--- config.mk ---
export PLATFORM = sky130hd
export DESIGN_NAME = ctrl_pipe
export DESIGN_NICKNAME = d
export VERILOG_FILES = /design/src/rtl/ctrl_pipe.sv
export SDC_FILE = /design/constraint.sdc
export NUM_CORES = 1
export LEC_CHECK = 0
export BUFFER_PORTS_ARGS = -buffer_cell sky130_fd_sc_hd__buf_2
export CAP_MARGIN = 10
export CELL_PAD_IN_SITES_DETAIL_PLACEMENT = 2
export CELL_PAD_IN_SITES_GLOBAL_PLACEMENT = 2
export CORE_MARGIN = 2
export CORE_UTILIZATION = 36
export CTS_CLUSTER_SIZE = 14
export DETAILED_ROUTE_END_ITERATION = 8
export PLACE_DENSITY_LB_ADDON = 0.1
export SETUP_SLACK_MARGIN = 0.5
export SLEW_MARGIN = 20
export SYNTH_ARGS = -nofsm -noshare
export SYNTH_HDL_FRONTEND = slang
export SYNTH_SLANG_ARGS = --single-unit
--- constraint.sdc ---
create_clock -name cpu_clk -period 4.13 [get_ports cpu_clk]
set_clock_uncertainty 0.2 [all_clocks]
set_input_delay 0 -clock cpu_clk [delete_from_list [all_inputs] [get_ports cpu_clk]]
set_output_delay 0 -clock cpu_clk [all_outputs]
set_load 0.005 [all_outputs]
--- src/rtl/ctrl_pipe.sv ---
// ctrl_pipe: control unit for the 5-stage miniRV core. Decodes the ID instruction,
// carries the control bundle through EX/MEM/WB and owns stalls, forwarding and flush.
module ctrl_pipe #(
  parameter bit EXT_EN = 1'b0,
  parameter bit FWD_EN = 1'b1
) (
  input  logic        cpu_clk,
  input  logic        cpu_rst_n,
  input  logic        id_valid,
  input  logic [31:0] id_inst,
  input  logic        mem_stall,
  input  logic        flush_ex,
  output logic [2:0]  id_sext_op,
  output logic        stall_id,
  output logic [1:0]  fwd_a_sel,
  output logic [1:0]  fwd_b_sel,
  output logic        ex_valid,
  output logic [3:0]  ex_alu_op,
  output logic        ex_alub_sel,
  output logic [2:0]  ex_br_op,
  output logic [1:0]  ex_npc_op,
  output logic        ex_illegal,
  output logic        mem_valid,
  output logic        mem_ram_we,
  output logic        mem_is_load,
  output logic        wb_valid,
  output logic        wb_rf_we,
  output logic [1:0]  wb_rf_wsel,
  output logic [4:0]  wb_rd
);

  localparam logic [6:0] OP_R      = 7'b0110011;
  localparam logic [6:0] OP_I      = 7'b0010011;
  localparam logic [6:0] OP_LOAD   = 7'b0000011;
  localparam logic [6:0] OP_STORE  = 7'b0100011;
  localparam logic [6:0] OP_BRANCH = 7'b1100011;
  localparam logic [6:0] OP_LUI    = 7'b0110111;
  localparam logic [6:0] OP_JAL    = 7'b1101111;
  localparam logic [6:0] OP_JALR   = 7'b1100111;
  localparam logic [6:0] F7_BASE   = 7'b0000000;
  localparam logic [6:0] F7_ALT    = 7'b0100000;

  localparam logic [3:0] ALU_ADD  = 4'd0;
  localparam logic [3:0] ALU_SUB  = 4'd1;
  localparam logic [3:0] ALU_AND  = 4'd2;
  localparam logic [3:0] ALU_OR   = 4'd3;
  localparam logic [3:0] ALU_XOR  = 4'd4;
  localparam logic [3:0] ALU_SLL  = 4'd5;
  localparam logic [3:0] ALU_SRL  = 4'd6;
  localparam logic [3:0] ALU_SRA  = 4'd7;
  localparam logic [3:0] ALU_SLT  = 4'd8;
  localparam logic [3:0] ALU_SLTU = 4'd9;

  localparam logic [2:0] BR_NONE   = 3'd7;
  localparam logic [2:0] SEXT_I    = 3'd0;
  localparam logic [2:0] SEXT_S    = 3'd1;
  localparam logic [2:0] SEXT_B    = 3'd2;
  localparam logic [2:0] SEXT_U    = 3'd3;
  localparam logic [2:0] SEXT_J    = 3'd4;
  localparam logic [2:0] SEXT_NONE = 3'd7;

  typedef struct packed {
    logic [3:0] alu_op;
    logic       alub_sel;
    logic [2:0] br_op;
    logic [1:0] npc_op;
    logic       ram_we;
    logic       is_load;
    logic       rf_we;
    logic [1:0] rf_wsel;
    logic [4:0] rd;
    logic       illegal;
  } ctrl_t;

  localparam ctrl_t CTRL_IDLE = '{alu_op: 4'd0, alub_sel: 1'b0, br_op: BR_NONE,
                                  npc_op: 2'd0, ram_we: 1'b0, is_load: 1'b0,
                                  rf_we: 1'b0, rf_wsel: 2'd0, rd: 5'd0, illegal: 1'b0};

  logic [6:0] opcode;
  logic [2:0] funct3;
  logic [6:0] funct7;
  logic [4:0] rs1;
  logic [4:0] rs2;

  assign opcode = id_inst[6:0];
  assign funct3 = id_inst[14:12];
  assign funct7 = id_inst[31:25];
  assign rs1    = id_inst[19:15];
  assign rs2    = id_inst[24:20];

  logic       is_imm;
  logic [3:0] alu_dec;
  logic       alu_ok;
  logic [2:0] br_dec;
  logic       br_ok;

  // funct3/funct7 sub-decode shared by the R and I-ALU groups, plus branch kind
  always_comb begin
    is_imm  = (opcode == OP_I);
    alu_dec = ALU_ADD;
    alu_ok  = 1'b0;
    case (funct3)
      3'b000: begin
        alu_dec = (!is_imm && funct7 == F7_ALT) ? ALU_SUB : ALU_ADD;
        alu_ok  = is_imm | (funct7 == F7_BASE) | (funct7 == F7_ALT);
      end
      3'b001: begin alu_dec = ALU_SLL;  alu_ok = (funct7 == F7_BASE); end
      3'b010: begin alu_dec = ALU_SLT;  alu_ok = EXT_EN & (is_imm | (funct7 == F7_BASE)); end
      3'b011: begin alu_dec = ALU_SLTU; alu_ok = EXT_EN & (is_imm | (funct7 == F7_BASE)); end
      3'b100: begin alu_dec = ALU_XOR;  alu_ok = is_imm | (funct7 == F7_BASE); end
      3'b101: begin
        alu_dec = (funct7 == F7_ALT) ? ALU_SRA : ALU_SRL;
        alu_ok  = (funct7 == F7_BASE) | (funct7 == F7_ALT);
      end
      3'b110: begin alu_dec = ALU_OR;   alu_ok = is_imm | (funct7 == F7_BASE); end
      default: begin alu_dec = ALU_AND; alu_ok = is_imm | (funct7 == F7_BASE); end
    endcase

    br_dec = BR_NONE;
    br_ok  = 1'b0;
    case (funct3)
      3'b000: begin br_dec = 3'd0; br_ok = 1'b1; end
      3'b001: begin br_dec = 3'd1; br_ok = 1'b1; end
      3'b100: begin br_dec = 3'd2; br_ok = 1'b1; end
      3'b101: begin br_dec = 3'd3; br_ok = 1'b1; end
      3'b110: begin br_dec = 3'd4; br_ok = EXT_EN; end
      3'b111: begin br_dec = 3'd5; br_ok = EXT_EN; end
      default: begin br_dec = BR_NONE; br_ok = 1'b0; end
    endcase
  end

  ctrl_t      dec;
  logic       rs1_rd;
  logic       rs2_rd;
  logic [2:0] sext_dec;

  // Anything not matched stays CTRL_IDLE with illegal=1 and reads no registers
  always_comb begin
    dec         = CTRL_IDLE;
    dec.rd      = id_inst[11:7];
    dec.illegal = 1'b1;
    rs1_rd      = 1'b0;
    rs2_rd      = 1'b0;
    sext_dec    = SEXT_NONE;
    case (opcode)
      OP_R: if (alu_ok) begin
        dec.illegal = 1'b0; dec.alu_op = alu_dec; dec.rf_we = 1'b1;
        rs1_rd = 1'b1; rs2_rd = 1'b1;
      end
      OP_I: if (alu_ok) begin
        dec.illegal = 1'b0; dec.alu_op = alu_dec; dec.alub_sel = 1'b1; dec.rf_we = 1'b1;
        rs1_rd = 1'b1; sext_dec = SEXT_I;
      end
      OP_LOAD: if (funct3 == 3'b010) begin
        dec.illegal = 1'b0; dec.alub_sel = 1'b1; dec.is_load = 1'b1;
        dec.rf_we = 1'b1; dec.rf_wsel = 2'd1;
        rs1_rd = 1'b1; sext_dec = SEXT_I;
      end
      OP_STORE: if (funct3 == 3'b010) begin
        dec.illegal = 1'b0; dec.alub_sel = 1'b1; dec.ram_we = 1'b1;
        rs1_rd = 1'b1; rs2_rd = 1'b1; sext_dec = SEXT_S;
      end
      OP_BRANCH: if (br_ok) begin
        dec.illegal = 1'b0; dec.alu_op = ALU_SUB; dec.br_op = br_dec; dec.npc_op = 2'd2;
        rs1_rd = 1'b1; rs2_rd = 1'b1; sext_dec = SEXT_B;
      end
      OP_LUI: begin
        dec.illegal = 1'b0; dec.rf_we = 1'b1; dec.rf_wsel = 2'd3;
        sext_dec = SEXT_U;
      end
      OP_JAL: begin
        dec.illegal = 1'b0; dec.npc_op = 2'd1; dec.rf_we = 1'b1; dec.rf_wsel = 2'd2;
        sext_dec = SEXT_J;
      end
      OP_JALR: if (funct3 == 3'b000) begin
        dec.illegal = 1'b0; dec.alub_sel = 1'b1; dec.npc_op = 2'd3;
        dec.rf_we = 1'b1; dec.rf_wsel = 2'd2;
        rs1_rd = 1'b1; sext_dec = SEXT_I;
      end
      default: ;
    endcase
  end

  assign id_sext_op = sext_dec;

  ctrl_t      ex_ctrl_reg;
  logic       ex_valid_reg;
  logic       mem_valid_reg;
  logic       mem_ram_we_reg;
  logic       mem_is_load_reg;
  logic       mem_rf_we_reg;
  logic [1:0] mem_rf_wsel_reg;
  logic [4:0] mem_rd_reg;
  logic       wb_valid_reg;
  logic       wb_rf_we_reg;
  logic [1:0] wb_rf_wsel_reg;
  logic [4:0] wb_rd_reg;

  // Stage index 0 = EX (youngest), 1 = MEM, 2 = WB
  logic [2:0] st_valid;
  logic [2:0] st_we;
  logic [4:0] st_rd [3];
  logic [2:0] hit_a;
  logic [2:0] hit_b;

  assign st_valid = {wb_valid_reg, mem_valid_reg, ex_valid_reg};
  assign st_we    = {wb_rf_we_reg, mem_rf_we_reg, ex_ctrl_reg.rf_we};
  assign st_rd[0] = ex_ctrl_reg.rd;
  assign st_rd[1] = mem_rd_reg;
  assign st_rd[2] = wb_rd_reg;

  genvar gi;
  generate
    for (gi = 0; gi < 3; gi++) begin : g_hit
      logic live;
      assign live      = st_valid[gi] & st_we[gi] & (st_rd[gi] != 5'd0);
      assign hit_a[gi] = id_valid & rs1_rd & live & (st_rd[gi] == rs1);
      assign hit_b[gi] = id_valid & rs2_rd & live & (st_rd[gi] == rs2);
    end
  endgenerate

  logic load_use;
  logic hz_stall;
  logic ex_take;

  assign load_use = (hit_a[0] | hit_b[0]) & ex_ctrl_reg.is_load;
  assign hz_stall = FWD_EN ? load_use : ((|hit_a) | (|hit_b));
  assign stall_id = mem_stall | (~flush_ex & hz_stall);
  assign ex_take  = id_valid & ~flush_ex & ~hz_stall;

  always_comb begin
    fwd_a_sel = 2'd0;
    fwd_b_sel = 2'd0;
    if (FWD_EN) begin
      if (hit_a[0] && !ex_ctrl_reg.is_load) fwd_a_sel = 2'd1;
      else if (hit_a[1])                    fwd_a_sel = 2'd2;
      else if (hit_a[2])                    fwd_a_sel = 2'd3;
      if (hit_b[0] && !ex_ctrl_reg.is_load) fwd_b_sel = 2'd1;
      else if (hit_b[1])                    fwd_b_sel = 2'd2;
      else if (hit_b[2])                    fwd_b_sel = 2'd3;
    end
  end

  always_ff @(posedge cpu_clk or negedge cpu_rst_n) begin
    if (!cpu_rst_n) begin
      ex_ctrl_reg     <= CTRL_IDLE;
      ex_valid_reg    <= 1'b0;
      mem_valid_reg   <= 1'b0;
      mem_ram_we_reg  <= 1'b0;
      mem_is_load_reg <= 1'b0;
      mem_rf_we_reg   <= 1'b0;
      mem_rf_wsel_reg <= 2'd0;
      mem_rd_reg      <= 5'd0;
      wb_valid_reg    <= 1'b0;
      wb_rf_we_reg    <= 1'b0;
      wb_rf_wsel_reg  <= 2'd0;
      wb_rd_reg       <= 5'd0;
    end else if (!mem_stall) begin
      ex_valid_reg    <= ex_take;
      ex_ctrl_reg     <= ex_take ? dec : CTRL_IDLE;
      mem_valid_reg   <= ex_valid_reg;
      mem_ram_we_reg  <= ex_valid_reg & ex_ctrl_reg.ram_we;
      mem_is_load_reg <= ex_valid_reg & ex_ctrl_reg.is_load;
      mem_rf_we_reg   <= ex_valid_reg & ex_ctrl_reg.rf_we;
      mem_rf_wsel_reg <= ex_ctrl_reg.rf_wsel;
      mem_rd_reg      <= ex_ctrl_reg.rd;
      wb_valid_reg    <= mem_valid_reg;
      wb_rf_we_reg    <= mem_valid_reg & mem_rf_we_reg;
      wb_rf_wsel_reg  <= mem_rf_wsel_reg;
      wb_rd_reg       <= mem_rd_reg;
    end
  end

  assign ex_valid    = ex_valid_reg;
  assign ex_alu_op   = ex_ctrl_reg.alu_op;
  assign ex_alub_sel = ex_ctrl_reg.alub_sel;
  assign ex_br_op    = ex_valid_reg ? ex_ctrl_reg.br_op : BR_NONE;
  assign ex_npc_op   = ex_valid_reg ? ex_ctrl_reg.npc_op : 2'd0;
  assign ex_illegal  = ex_valid_reg & ex_ctrl_reg.illegal;
  assign mem_valid   = mem_valid_reg;
  assign mem_ram_we  = mem_valid_reg & mem_ram_we_reg;
  assign mem_is_load = mem_valid_reg & mem_is_load_reg;
  assign wb_valid    = wb_valid_reg;
  assign wb_rf_we    = wb_valid_reg & wb_rf_we_reg;
  assign wb_rf_wsel  = wb_rf_wsel_reg;
  assign wb_rd       = wb_rd_reg;

endmodule

# Yosys cells after proc, flatten, opt, wreduce, memory -nomap -nowiden
# Cells that the tools add are included.
# W data, S select, Z words.
[totals] register_bits=42 elab_cells=141
[classes] eq_ne=22 mux=47 n_bitwise=36 reduce_logical=15
[op_table] operator="$eq A5 B5 Y1" n=6
[op_table] operator="$and A1 B1 Y1" n=29
[op_table] operator="$eq A7 B6 Y1 const B" n=4
[op_table] operator="$pmux W4 S7" n=1
[op_table] operator="$mux W3" n=8
[op_table] operator="$eq A7 B7 Y1 const B" n=3
[op_table] operator="$mux W21" n=1
[op_table] operator="$pmux W3 S7" n=1
[op_table] operator="$pmux W3 S6" n=1
[op_table] operator="$mux W2" n=8
[op_table] operator="$reduce_bool A5 Y1" n=3
[op_table] operator="$mux W1" n=14
[op_table] operator="$eq A3 B3 Y1 const B" n=4
[op_table] operator="$pmux W1 S4" n=3
[op_table] operator="$pmux W4 S3" n=1
[op_table] operator="$mux W5" n=2
[op_table] operator="$mux W4" n=2
[op_table] operator="$pmux W2 S4" n=1
[op_table] operator="$reduce_or A2 Y1" n=4
[op_table] operator="$eq A7 B2 Y1 const B" n=1
[op_table] operator="$eq A7 B5 Y1 const B" n=1
[op_table] operator="$logic_not A7 Y1" n=1
[op_table] operator="$eq A3 B2 Y1 const B" n=2
[op_table] operator="$pmux W1 S3" n=2
[op_table] operator="other kinds (9)" n=17

# Logic depth before layout (Yosys ltp)
[depth] word_depth=14 depth_mapped=9 depth_no_buf=6

# Least setup slack after synthesis
# OpenSTA, ideal clock, no wires.
[synth_timing] path_kind="register to register" from="reg ex_ctrl_reg[1] (netlist bit)" to="reg ex_ctrl_reg (netlist bit ex_alu_op[0])" arrival_ps=1860 path_slack_ps=1940 stages_incl_launch_ff=8 path_buffers=1 cell_sequence="dfrtp_1 -> xnor2_1 -> nand3_1 -> nor4_4 -> nand2_2 -> o311ai_4 -> buf_8 -> a31oi_4"
[synth_between] elab_chain_len=9
[synth_lines] element="start, declared" line="186" source="ctrl_t ex_ctrl_reg;"
[synth_lines] element="start signal, assigned" line="260" source="ex_ctrl_reg <= ex_take ? dec : CTRL_IDLE;"
[synth_lines] element="$reduce_bool A5 Y1" line="216" source="assign live = st_valid[gi] & st_we[gi] & (st_rd[gi] != 5'd0);"
[synth_lines] element="$and A1 B1 Y1" line="216"
[synth_lines] element="$and A1 B1 Y1, on equally long branches (2 in a row)" line="217, 218"
[synth_lines] element="$or A1 B1 Y1 (*)" line="226" source="assign load_use = (hit_a[0] | hit_b[0]) & ex_ctrl_reg.is_load;"
[synth_lines] element="$and A1 B1 Y1 (*)" line="226"
[synth_lines] element="$not A1 Y1 (*)" line="229" source="assign ex_take = id_valid & ~flush_ex & ~hz_stall;"
[synth_lines] element="$and A1 B1 Y1 (*)" line="229"
[synth_lines] element="$mux W21 (*)" line="260"
# Every way passes the cells marked *; elsewhere a longest branch is shown, timed or not.
# A chain may end at the register's enable or synchronous reset.

# Worst setup path in the final report
[layout_timing] from="in id_inst[13]" to="reg ex_ctrl_reg[6] (netlist bit)"
[layout_between] elab_chain_len=13
[layout_lines] element="start, declared" line="10" source="input logic [31:0] id_inst,"
[layout_lines] element="$eq A3 B2 Y1 (tied with other cells)" line="102, 154, 159"
[layout_lines] element="$reduce_or A2 Y1 (no source line) or $reduce_or A4 Y1 (tied branches)"
[layout_lines] element="$pmux W1 S4 or $mux W1 (tied branches)" line="102, 121"
[layout_lines] element="$mux W1, on equally long branches" line="146, 150, 163"
[layout_lines] element="$pmux W1 S4 or $pmux W1 S3 (tied branches)" line="145" source="case (opcode)"
[layout_lines] element="$and A1 B1 Y1, on equally long branches (3 in a row)" line="217, 218"
[layout_lines] element="$or A1 B1 Y1" line="226"
[layout_lines] element="$and A1 B1 Y1" line="226"
[layout_lines] element="$not A1 Y1" line="229"
[layout_lines] element="$and A1 B1 Y1" line="229"
[layout_lines] element="$mux W21 (*)" line="260"
# Marks and branches as above.

==> results.toml <==
[clocking]
cts.sinks = 42
cts_buffers = 5
cts_tree = "done"
insertion_delay_ns = 0.32
cts_resized = 0
cts.clk_slew.worst_paths_ns = 0.09
clock_path_buffers = 2
root_buffer = "clkbuf_8"
cts_max_level = 2

[critical_path]
crit_type = "in -> reg"
cp-end-kind = "register"
startpoint = "id_inst[13]"
cp.required_ns = 4.18
rr_startpoint = "ex_valid"
critical_path_arrival_ns = 3.01
worstPathMaxFanout = 20
start_kind = "primary input"

[sta]
rsz0062_at_grt = "false"
fmax_ghz = 0.338
fin_crit_sh = 0.716
relSlewSlack = 0.363
worst_slew_pin_slew_ns = 0.956
layout_min_cycle_time_ns = 2.96
setup_violations = 0
setup_slack_ns = 1.17
tns_ns = 0
slew_viol_final = 0
final_hold_viol_count = 0

[synthesis]
syn_inst = 334
ys_warn_count = 0
synth_compound_area_frac = 0.237
muxShareOfSynthArea = 0.0616
ys_types = 68
async_flop_share = 1.00
ys.flop_type = "dfrtp_1"
netlist_top_cells_area = "dfrtp_1 32%, mux2_2 5.8%, xnor2_1 4.5%, nand2_1 4.5%, xor2_1 4.0%"
synth_seq_area_share = 0.341
syn_area_um2 = 3090
syn_avg_cell_area_um2 = 9.25
synth_xor_area_frac = 0.0851
syn_nets = 371
synth_seq_cells = 42
synth_edf_count = 0
synth_area_leader_cell = "dfrtp_1"
synth_top_family_by_area = "compound AO/OA/AOI/OAI gates"
yosys.area_share.simple = 0.223
yosys.area_share.adder = 0
synth_top_area_frac = 0.316

[pwr]
p_clk_frac = 0.295
combinationalPowerShare = 0.217
p_total_uw = 980
p_sw_uw = 325
power_frac_seq = 0.487
p_leak_nw = 1.57
swShare = 0.332
p_per_area_nw_per_um2 = 267
power.internal_uw = 655
irDropWorstVdd_v = 0.000140

[route]
drt_wl_total_um = 10100
via_per_inst = 5.62
wl_met1_um = 4950
highest_layer = "met4"
dr.pass1.iters = 4
ant_nets = 0
dr.first_iter.drc_count = 113
dr_total_vias = 2847
wl_per_cell_um = 19.8
dr_wl_met3_um = 317
drc = 0
wl_met2_um = 4690

[finish]
drive_gt1_frac = 0.316
final_util = 0.444
antenna_cells = 0
largest_reg_flops = 16
syn2layout_area_growth_pct = 18.8
fin_area_um2 = 3670
fin_nets = 438

[min_path]
min_path_type = "in -> reg"
worstHoldStart = "id_valid"

[floorplanning]
top_level_ports = 69
initial_core_util = 0.374
rows = 33
core_um2 = 8260
die_w_um = 96.6
die_area_um2 = 9340
die_h_um = 96.6

[placed_design]
dp_slack_ns = 1.55
port_buffers = 68
routabilityCongestion = 0.827
placed_cell_area_um2 = 3450
hpwlAfterDp_um = 7500

[global_route]
grt_pass1_vias = 3079
grt_start_max_net_pins = 47
antenna_found_initial = 0
overflow = 0
grt_usage = 0.221
grt_first_pass_wirelength_um = 16800

[run]
cap_violations = 0

[outcome]
status = "finished clean"
==> cell usage after synthesis (all sizes together) (2+ instances only) <==
master   count
a21oi       17
a221o        2
a22oi        7
a2bb2oi      2
a31o         3
a31oi        3
a32o         2
a32oi        5
a41oi        2
and2        11
and2b        2
and3         4
buf         14
clkbuf       9
dfrtp       39
dfstp        3
inv          7
mux2        16
nand2       38
nand2b       6
nand3       11
nand4        4
nor2        13
nor2b        2
nor3         9
nor4         8
o211ai       5
o21a         3
o21ai       30
o21bai       2
o31ai        3
or3b         2
or4          2
xnor2       16
xor2        14
==> metrics by stage <==
stage	instances	hold WS, ns
floorplan	334	-0.496
global placement	486	0.00942
detailed placement	486	0.00948
CTS	507	0.0224
global route	507	0.0537
finish	507	0.0416
==> layout by cell type, fill, tap and decap left out, types with 9 or more instances in the layout <==
cell,netlist,routed
buf_2,5,68
nand3_1,10,10
a21oi_1,17,17
o21ai_2,9,9
dlygate4sd3_1,0,13
xnor2_1,16,16
nor2_1,13,13
o21ai_0,21,21
mux2_2,16,16
dfrtp_1,39,39
and2_1,10,10
nand2_1,37,37
xor2_1,14,14
==> layer usage <==
layer | GRT usage | up-vias
met1 | 0.318 | 1440
met4 | 0.0553 | 0
met3 | 0.0303 | 7
li1 | - | 1354
met2 | 0.353 | 46
met5 | 0 | -
==> critical path, stage by stage <==
cell and delay [ns]:
dlygate4sd3_1 0.53, buf_2 0.35, or3b_1 0.52, nor4_1 0.22
a31oi_1 0.09, nor4_2 0.42, dlygate4sd3_1 0.66, nand2_1 0.07
o21ai_2 0.14
==> final cells by class <==
cell class | instances | area (um2)
Tap cell | 105 | 131
Clock buffer | 5 | 68.8
Fill cell | 943 | 4590
Sequential cell | 42 | 1050
Timing Repair Buffer | 83 | 485
Inverter | 8 | 30.0
Multi-Input combinational cell | 261 | 1870
Clock inverter | 3 | 25.0
==> worst paths after layout <==
kind	slack [ns]	depth (start not counted)	to
setup / recovery	1.17	9	ex_ctrl_reg[6]
hold / removal	0.04	3	ex_valid
setup reg to reg	1.53	7	ex_ctrl_reg[2]
hold reg to reg	0.29	2	mem_ram_we_reg
max in group asynchronous	2.96	2	ex_alub_sel
min in group asynchronous	0.17	2	ex_alu_op[3]
==> timing repair <==
action,4_1_cts,5_1_grt
endpoints found under the setup margin,0,0
endpoints found under the hold margin,50,0
setup buffers,0,0
hold buffers,13,0
==> power groups by stage <==
stage          combinational [mW]  clock [mW]  sequential [mW]
2_1_floorplan               0.128           0            0.472
3_3_place_gp                0.200           0            0.483
3_5_place_dp                0.205           0            0.485
4_1_cts                     0.215       0.297            0.478
5_1_grt                     0.235       0.316            0.484
6_report                    0.213       0.290            0.478
==> logic make-up after synthesis <==
| kind of cell | count (synthesis) |
|---|---|
| AO/OA/AOI/OAI | 96 |
| buffers and inverters | 31 |
| XOR/XNOR | 30 |
| AND/OR/NAND/NOR | 118 |
| flip-flops | 42 |
| multiplexers | 17 |
Note: power is estimated with default switching activity, not from simulation.
